===== src/rtl/uart_pkg.sv =====
// Shared definitions for the UART register-access protocol: register map and command-byte encoding.
package uart_pkg;

  typedef logic [2:0] reg_rwaddr;

  localparam reg_rwaddr REG_CTRL     = 3'd0;
  localparam reg_rwaddr REG_STATUS   = 3'd1;
  localparam reg_rwaddr REG_DATA0    = 3'd2;
  localparam reg_rwaddr REG_DATA1    = 3'd3;
  localparam reg_rwaddr REG_IRQ_EN   = 3'd4;
  localparam reg_rwaddr REG_IRQ_STAT = 3'd5;
  localparam reg_rwaddr REG_SCRATCH  = 3'd6;
  localparam reg_rwaddr REG_ID       = 3'd7;

  // Command byte on the wire: upper nibble reserved as zero, then address, then the write flag.
  function automatic logic [7:0] uart_cmd_byte(input reg_rwaddr addr, input logic write);
    return {4'b0000, addr, write};
  endfunction

endpackage


===== src/rtl/uart_timeout_counter.sv =====
// Read-reply watchdog: counts enabled cycles since the last clear and flags the last allowed cycle.
// Used by uart_cmd_initiator only when UART_CMD_TIMEOUT_EN is defined.
module uart_timeout_counter #(
  parameter int CYCLES = 100000
) (
  input  logic i_clk,
  input  logic i_rst,
  input  logic i_clear,
  input  logic i_enable,
  output logic o_expired
);

  localparam int CW = $clog2(CYCLES);
  localparam logic [CW-1:0] LAST = CW'(CYCLES - 1);

  logic [CW-1:0] cnt_q, cnt_d;

  // Saturates at LAST so a stalled consumer never sees the count wrap.
  always_comb begin
    cnt_d = cnt_q;
    if (i_clear) begin
      cnt_d = '0;
    end else if (i_enable && (cnt_q != LAST)) begin
      cnt_d = cnt_q + CW'(1);
    end
  end

  always_ff @(posedge i_clk) begin
    if (i_rst) begin
      cnt_q <= '0;
    end else begin
      cnt_q <= cnt_d;
    end
  end

  assign o_expired = i_enable && !i_clear && (cnt_q == LAST);

endmodule


===== src/rtl/uart_cmd_initiator.sv =====
// Serialises single register read/write requests into UART command bytes and collects one-byte read replies.
// Tx bytes are held stable until i_tx_ready; the read-reply timeout exists only when UART_CMD_TIMEOUT_EN is defined.
module uart_cmd_initiator
  import uart_pkg::*;
#(
  parameter int TIMEOUT_CYCLES = 100000
) (
  input  logic       i_clk,
  input  logic       i_rst,
  input  logic       i_req_valid,
  output logic       o_req_ready,
  input  logic       i_req_write,
  input  reg_rwaddr  i_req_addr,
  input  logic [7:0] i_req_wdata,
  output logic       o_rsp_valid,
  output logic [7:0] o_rsp_data,
  output logic       o_rsp_timeout,
  output logic [7:0] o_tx_data,
  output logic       o_tx_data_valid,
  input  logic       i_tx_ready,
  input  logic [7:0] i_rx_data,
  input  logic       i_rx_data_valid
);

  typedef enum logic [2:0] {
    S_IDLE,
    S_SEND_CMD,
    S_SEND_DATA,
    S_WAIT_RSP,
    S_DONE
  } state_e;

  state_e     state_q, state_d;
  logic       write_q, write_d;
  reg_rwaddr  addr_q, addr_d;
  logic [7:0] wdata_q, wdata_d;
  logic [7:0] rdata_q, rdata_d;
  logic       tmo_q, tmo_d;
  logic       ready_c;
  logic       expired;

`ifdef UART_CMD_TIMEOUT_EN
  uart_timeout_counter #(
    .CYCLES(TIMEOUT_CYCLES)
  ) u_timeout (
    .i_clk    (i_clk),
    .i_rst    (i_rst),
    .i_clear  (state_q != S_WAIT_RSP),
    .i_enable (state_q == S_WAIT_RSP),
    .o_expired(expired)
  );
`else
  localparam int unused_timeout_cycles = TIMEOUT_CYCLES;
  assign expired = 1'b0;
`endif

  always_ff @(posedge i_clk) begin
    if (i_rst) begin
      state_q <= S_IDLE;
      write_q <= 1'b0;
      addr_q  <= '0;
      wdata_q <= '0;
      rdata_q <= '0;
      tmo_q   <= 1'b0;
    end else begin
      state_q <= state_d;
      write_q <= write_d;
      addr_q  <= addr_d;
      wdata_q <= wdata_d;
      rdata_q <= rdata_d;
      tmo_q   <= tmo_d;
    end
  end

  always_comb begin
    state_d         = state_q;
    write_d         = write_q;
    addr_d          = addr_q;
    wdata_d         = wdata_q;
    rdata_d         = rdata_q;
    tmo_d           = tmo_q;
    ready_c         = 1'b0;
    o_tx_data       = 8'h00;
    o_tx_data_valid = 1'b0;
    o_rsp_valid     = 1'b0;
    o_rsp_data      = 8'h00;
    o_rsp_timeout   = 1'b0;

    case (state_q)
      S_IDLE: begin
        ready_c = 1'b1;
        if (i_req_valid) begin
          write_d = i_req_write;
          addr_d  = i_req_addr;
          wdata_d = i_req_wdata;
          rdata_d = 8'h00;
          tmo_d   = 1'b0;
          state_d = S_SEND_CMD;
        end
      end
      S_SEND_CMD: begin
        o_tx_data       = uart_cmd_byte(addr_q, write_q);
        o_tx_data_valid = 1'b1;
        if (i_tx_ready) begin
          state_d = write_q ? S_SEND_DATA : S_WAIT_RSP;
        end
      end
      S_SEND_DATA: begin
        o_tx_data       = wdata_q;
        o_tx_data_valid = 1'b1;
        if (i_tx_ready) begin
          state_d = S_DONE;
        end
      end
      S_WAIT_RSP: begin
        // A reply landing on the expiry cycle still counts as a reply.
        if (i_rx_data_valid) begin
          rdata_d = i_rx_data;
          state_d = S_DONE;
        end else if (expired) begin
          tmo_d   = 1'b1;
          state_d = S_DONE;
        end
      end
      S_DONE: begin
        o_rsp_valid   = 1'b1;
        o_rsp_data    = rdata_q;
        o_rsp_timeout = tmo_q;
        state_d       = S_IDLE;
      end
      default: state_d = S_IDLE;
    endcase
  end

  assign o_req_ready = ready_c & ~i_rst;

endmodule


===== config.mk =====
export PLATFORM = sky130hd
export DESIGN_NAME = uart_cmd_initiator
export DESIGN_NICKNAME = d
export VERILOG_FILES = /design/src/rtl/uart_pkg.sv /design/src/rtl/uart_timeout_counter.sv /design/src/rtl/uart_cmd_initiator.sv
export SDC_FILE = /design/constraint.sdc
export NUM_CORES = 1
export LEC_CHECK = 0
export BUFFER_PORTS_ARGS = -buffer_cell sky130_fd_sc_hd__buf_4
export CAP_MARGIN = 15
export CORE_UTILIZATION = 51
export DETAILED_ROUTE_END_ITERATION = 10
export HOLD_SLACK_MARGIN = 0.06
export PLACE_DENSITY = 0.84
export SLEW_MARGIN = 10
export SYNTH_ARGS = -nofsm -noshare
export SYNTH_HDL_FRONTEND = slang
export SYNTH_HIERARCHICAL = 1
export SYNTH_SLANG_ARGS = --single-unit

===== constraint.sdc =====
create_clock -name i_clk -period 1.98 [get_ports i_clk]
set_input_delay 0.198 -clock i_clk [delete_from_list [all_inputs] [get_ports i_clk]]
set_output_delay 0.198 -clock i_clk [all_outputs]
set_load 0.005 [all_outputs]

# After elaboration in Yosys (flattened, before gate mapping)
# Index checks and enable logic that the tools add are counted.
dict set report totals {
  inputBits 25
  out_inout_bits 20
  register_bits 23
}
dict set report classes {
  n_reduce_logical 6
  bitwise_logic 2
  n_eq_ne 8
  n_mux 14
}
# op count
set ops {}
lappend ops {{one-hot mux 8 bit (2 select lines)} 2}
lappend ops {{two-way mux 8 bit} 3}
lappend ops {{two-way mux 3 bit} 4}
lappend ops {{one-hot mux 3 bit (4 select lines)} 1}
lappend ops {{!= test 2 bit, second input constant} 4}
lappend ops {{== test 3 x 2 -> 1 bit, second input constant} 2}
lappend ops {{two-way mux 1 bit} 4}
lappend ops {{AND reduction 4 bit} 1}
lappend ops {{== test 3 x 1 -> 1 bit, second input constant} 1}
lappend ops {{== test 3 bit, second input constant} 1}
lappend ops {{zero test 3 bit} 1}
lappend ops {{AND reduction 3 bit} 1}
lappend ops {{AND reduction 2 bit} 1}
lappend ops {{nonzero test 2 bit} 1}
lappend ops {{OR reduction 2 bit} 1}
lappend ops {{AND 1 bit} 1}
lappend ops {{NOT 1 bit} 1}

# Logic depth before layout (Yosys ltp)
dict set report depth {
  word_depth 3
  depth_mapped 5
}

# Least setup slack after synthesis
# Ideal clock, no wire load.
dict set report synth_path {
  path_kind {register -> register}
  start {register state_q[0]}
  end {register addr_q[2]}
  synth_period_minus_slack_ps 1354
  setup_slack_ps 626
  setup_time_ps 134
  stages_incl_launch_ff 6
  required_time_ps 1846
  n_path_buf 2
  arrival_time_ps 1220
  cell_sequence {dfxtp_1 or4b_1 buf_4 buf_6 nand2_1 a21oi_1}
}
dict set report synth_via {
  elab_chain_cells 2
}
# element line_no
set synth_rtl {}
lappend synth_rtl {{start, declared} uart_cmd_initiator.sv:33} ;# state_e state_q, state_d;
lappend synth_rtl {{start signal, assigned} uart_cmd_initiator.sv:66} ;# state_q <= state_d;
lappend synth_rtl {{zero test 3 bit} uart_cmd_initiator.sv:89} ;# case (state_q)
lappend synth_rtl {{AND reduction 2 bit (no source line)} n/a}
lappend synth_rtl {{end signal, assigned} uart_cmd_initiator.sv:68} ;# addr_q <= addr_d;
lappend synth_rtl {{end, declared} uart_cmd_initiator.sv:35} ;# reg_rwaddr addr_q, addr_d;
# No other way between the ends.
# A chain may end at the register's enable or synchronous reset.

# Worst setup path after layout
dict set report layout_path {
  start {register state_q[1]}
  end {output o_tx_data[4]}
}
dict set report layout_via {
  elab_chain_cells 2
  word_cells_on_any_way 3
  cone_classes {eq/ne (2); mux (1)}
}
# element line_no
set layout_rtl {}
lappend layout_rtl {{== test 3 x 2 -> 1 bit or == test 3 x 1 -> 1 bit (tied branches)} uart_cmd_initiator.sv:89}
lappend layout_rtl {{one-hot mux 8 bit (2 select lines) *} uart_cmd_initiator.sv:89}
lappend layout_rtl {{end, declared} uart_cmd_initiator.sv:18} ;# output logic [7:0] o_tx_data,
# Mark *: on every way between the ends. The rest lies on a longest branch, timed or not.

==> impl_metrics.json <==
{
  "status": "complete, no violations",
  "clock.fmax_mhz": 559,
  "avgViaCountPerCell": 4.99,
  "drc": 0,
  "synth_top_cells_by_area": "dfxtp_1, nand2_1, mux2i_1, and2_1, a21oi_1",
  "synth_nets": 160,
  "synth_flop_cell": "dfxtp_1",
  "cp-start-kind": "register",
  "netlist_area_sq_um": 1140,
  "place_congestion": 0.724,
  "drt-initial-drc-count": 16,
  "hold_viol": 0,
  "ys_seq_area_frac": 0.405,
  "worstSetupEndpointType": "output port",
  "clk_pin_slew_ps": 130,
  "cts-root-buf": "clkbuf_4",
  "die_y_microns": 49.2,
  "area_delta_synth_final_pct": 32.9,
  "drv_slew": 0,
  "antenna_found_initial": 0,
  "synth_top_area_cell": "dfxtp_1",
  "io_pins": 45,
  "drtAntennaViolNets": 0,
  "post_synth_num_cell_types": 26,
  "drt_first_pass_iters": 4,
  "synth_cells": 135,
  "clock_path_buffers": 2,
  "cts_sinks": 23,
  "via_count": 1018,
  "timing.final.crit_period_ps": 1790,
  "dp_cells": 200,
  "io_buffers": 43,
  "yosysWarnings": 6,
  "worst-setup-path-type": "reg -> out",
  "detail_route.wl_per_cell_microns": 11.4,
  "die-width_microns": 49.2,
  "cts_tree": "yes",
  "rsz0062_at_grt": "false",
  "place_hpwl_mm": 1.72,
  "arrival_ps": 1590,
  "timing.slew.headroom": 0.610,
  "cp_max_fo": 13,
  "finClkSkew_ps": 1.39,
  "cp_data_required_time_ps": 1780,
  "nFillCells": 151,
  "rows": 16,
  "synth_edf_count": 0,
  "htree_levels": 1,
  "fin_crit_sh": 0.903,
  "pre_cts_slack_ps": 207,
  "setup_ws_ps": 192,
  "routed_wl_mm": 2.32,
  "diodes": 0,
  "synth-seq-cells": 23,
  "coreArea_sq_um": 2020,
  "grt_pass1_wl_mm": 3.92,
  "drive_gt1_frac": 0.328,
  "synth.top_cell.area_share": 0.405,
  "power_leakage_nw": 0.658,
  "die_area_sq_um": 2420,
  "start_util": 0.562,
  "setup_tns_ps": 0,
  "cts_hold_buf": 0,
  "max_slew.worst_pin.slew_ps": 584,
  "fin_nets": 203,
  "final-instance-count-excl-fill": 204,
  "power_density_nw_per_um2": 592,
  "ir_drop_mv": 0.374,
  "grt_max_degree": 26,
  "setup_violations": 0,
  "grt-ovfl-total": 0,
  "hold_class": "in -> reg",
  "synth_async_sr_flop_share": 0,
  "syn_avg_cell_area_sq_um": 8.42,
  "clk_latency_ps": 310,
  "drv_cap": 0,
  "grt_usage": 0.205,
  "cts_buffers": 3,
  "first_global_vias": 947
}
[cells in the final DEF (no fill, tap or decap), drive strengths merged, types with 8 or more instances in the layout]
cell type  count
nand2b         8
mux2i         10
a21oi         14
dfxtp         23
nand2         35
and2          12
buf           48
[critical path, cell delays in order (launching register included)]
cell     delay [ps]
dfxtp_1         350
buf_4           190
nor2b_1         190
nor2b_1         270
and2_1          160
buf_4           100
[what timing repair did]
| action | 4_1_cts | 5_1_grt |
|---|---|---|
| gates resized for setup | 0 | 2 |
| setup buffers | 0 | 0 |
| endpoints found under the setup margin | 0 | 9 |
[logic make-up after synthesis]
kind of cell	count (synthesis)	share of synthesized area
mux	10	0.0881
other cells	1	0.00330
compound gates	18	0.0936
flops	23	0.405
buf+inv	10	0.0485
simple gates	73	0.361
[flip-flops by register name (all words and copies together) (netlist names)]
signal   flops
addr_q       3
rdata_q      8
state_q      3
wdata_q      8
write_q      1
[power by group]
| group | internal (mW) | total (mW) | switching (mW) |
|---|---|---|---|
| combinational | 0.0932 | 0.179 | 0.0854 |
| clock | 0.0756 | 0.218 | 0.143 |
| sequential | 0.485 | 0.498 | 0.0126 |
[area by class of cell]
cell class,instances,area [sq um],share of cell area
clock buffer,3,22.5,0.0149
clock inverter,1,5.00,0.00331
multi-input combinational,102,627,0.415
sequential,23,462,0.306
tap,27,33.8,0.0224
timing repair buffer,48,360,0.239
[per-layer routing]
layer	vias up	GRT usage	wire length [microns]
met2	21	0.345	1100
met5	-	0	0
met4	0	0.0637	22
li1	532	-	-
met3	2	0.0343	91
met1	463	0.265	1110
[metrics by stage]
| step | hold slack (ps) | util | power [mW] | cell area (sq um) |
|---|---|---|---|---|
| floorplan | 334 | - | 0.616 | 1140 |
| global placement | 439 | 0.730 | 0.680 | 1480 |
| detailed placement | 443 | 0.730 | 0.686 | 1480 |
| CTS | 106 | 0.743 | 0.901 | 1500 |
| global route | 116 | 0.747 | 0.939 | 1510 |
| finish | 115 | 0.747 | 0.895 | 1510 |
[synthesized netlist by cell type (2+ instances only)]
cell and instances:
nor4_1 2, and2_1 12, dfxtp_1 23, mux2i_1 10, nor2b_1 3, nand3b_1 2, nand4b_1 2, clkbuf_1 5
buf_4 2, buf_2 2, a22oi_1 3, nor2_1 3, a21oi_1 13, nand2b_1 8, nand2_1 34
[final timing paths]
kind	from	endpoint	slack [ps]	cells after the start
worst max-delay path	state_q[1]	o_tx_data[4]	190	5
worst min-delay path	i_req_wdata[0]	wdata_q[0]	120	3
worst max register to register	state_q[2]	rdata_q[5]	270	3
worst min register to register	wdata_q[6]	wdata_q[6]	460	2
Power figures use the tool's default switching activity.
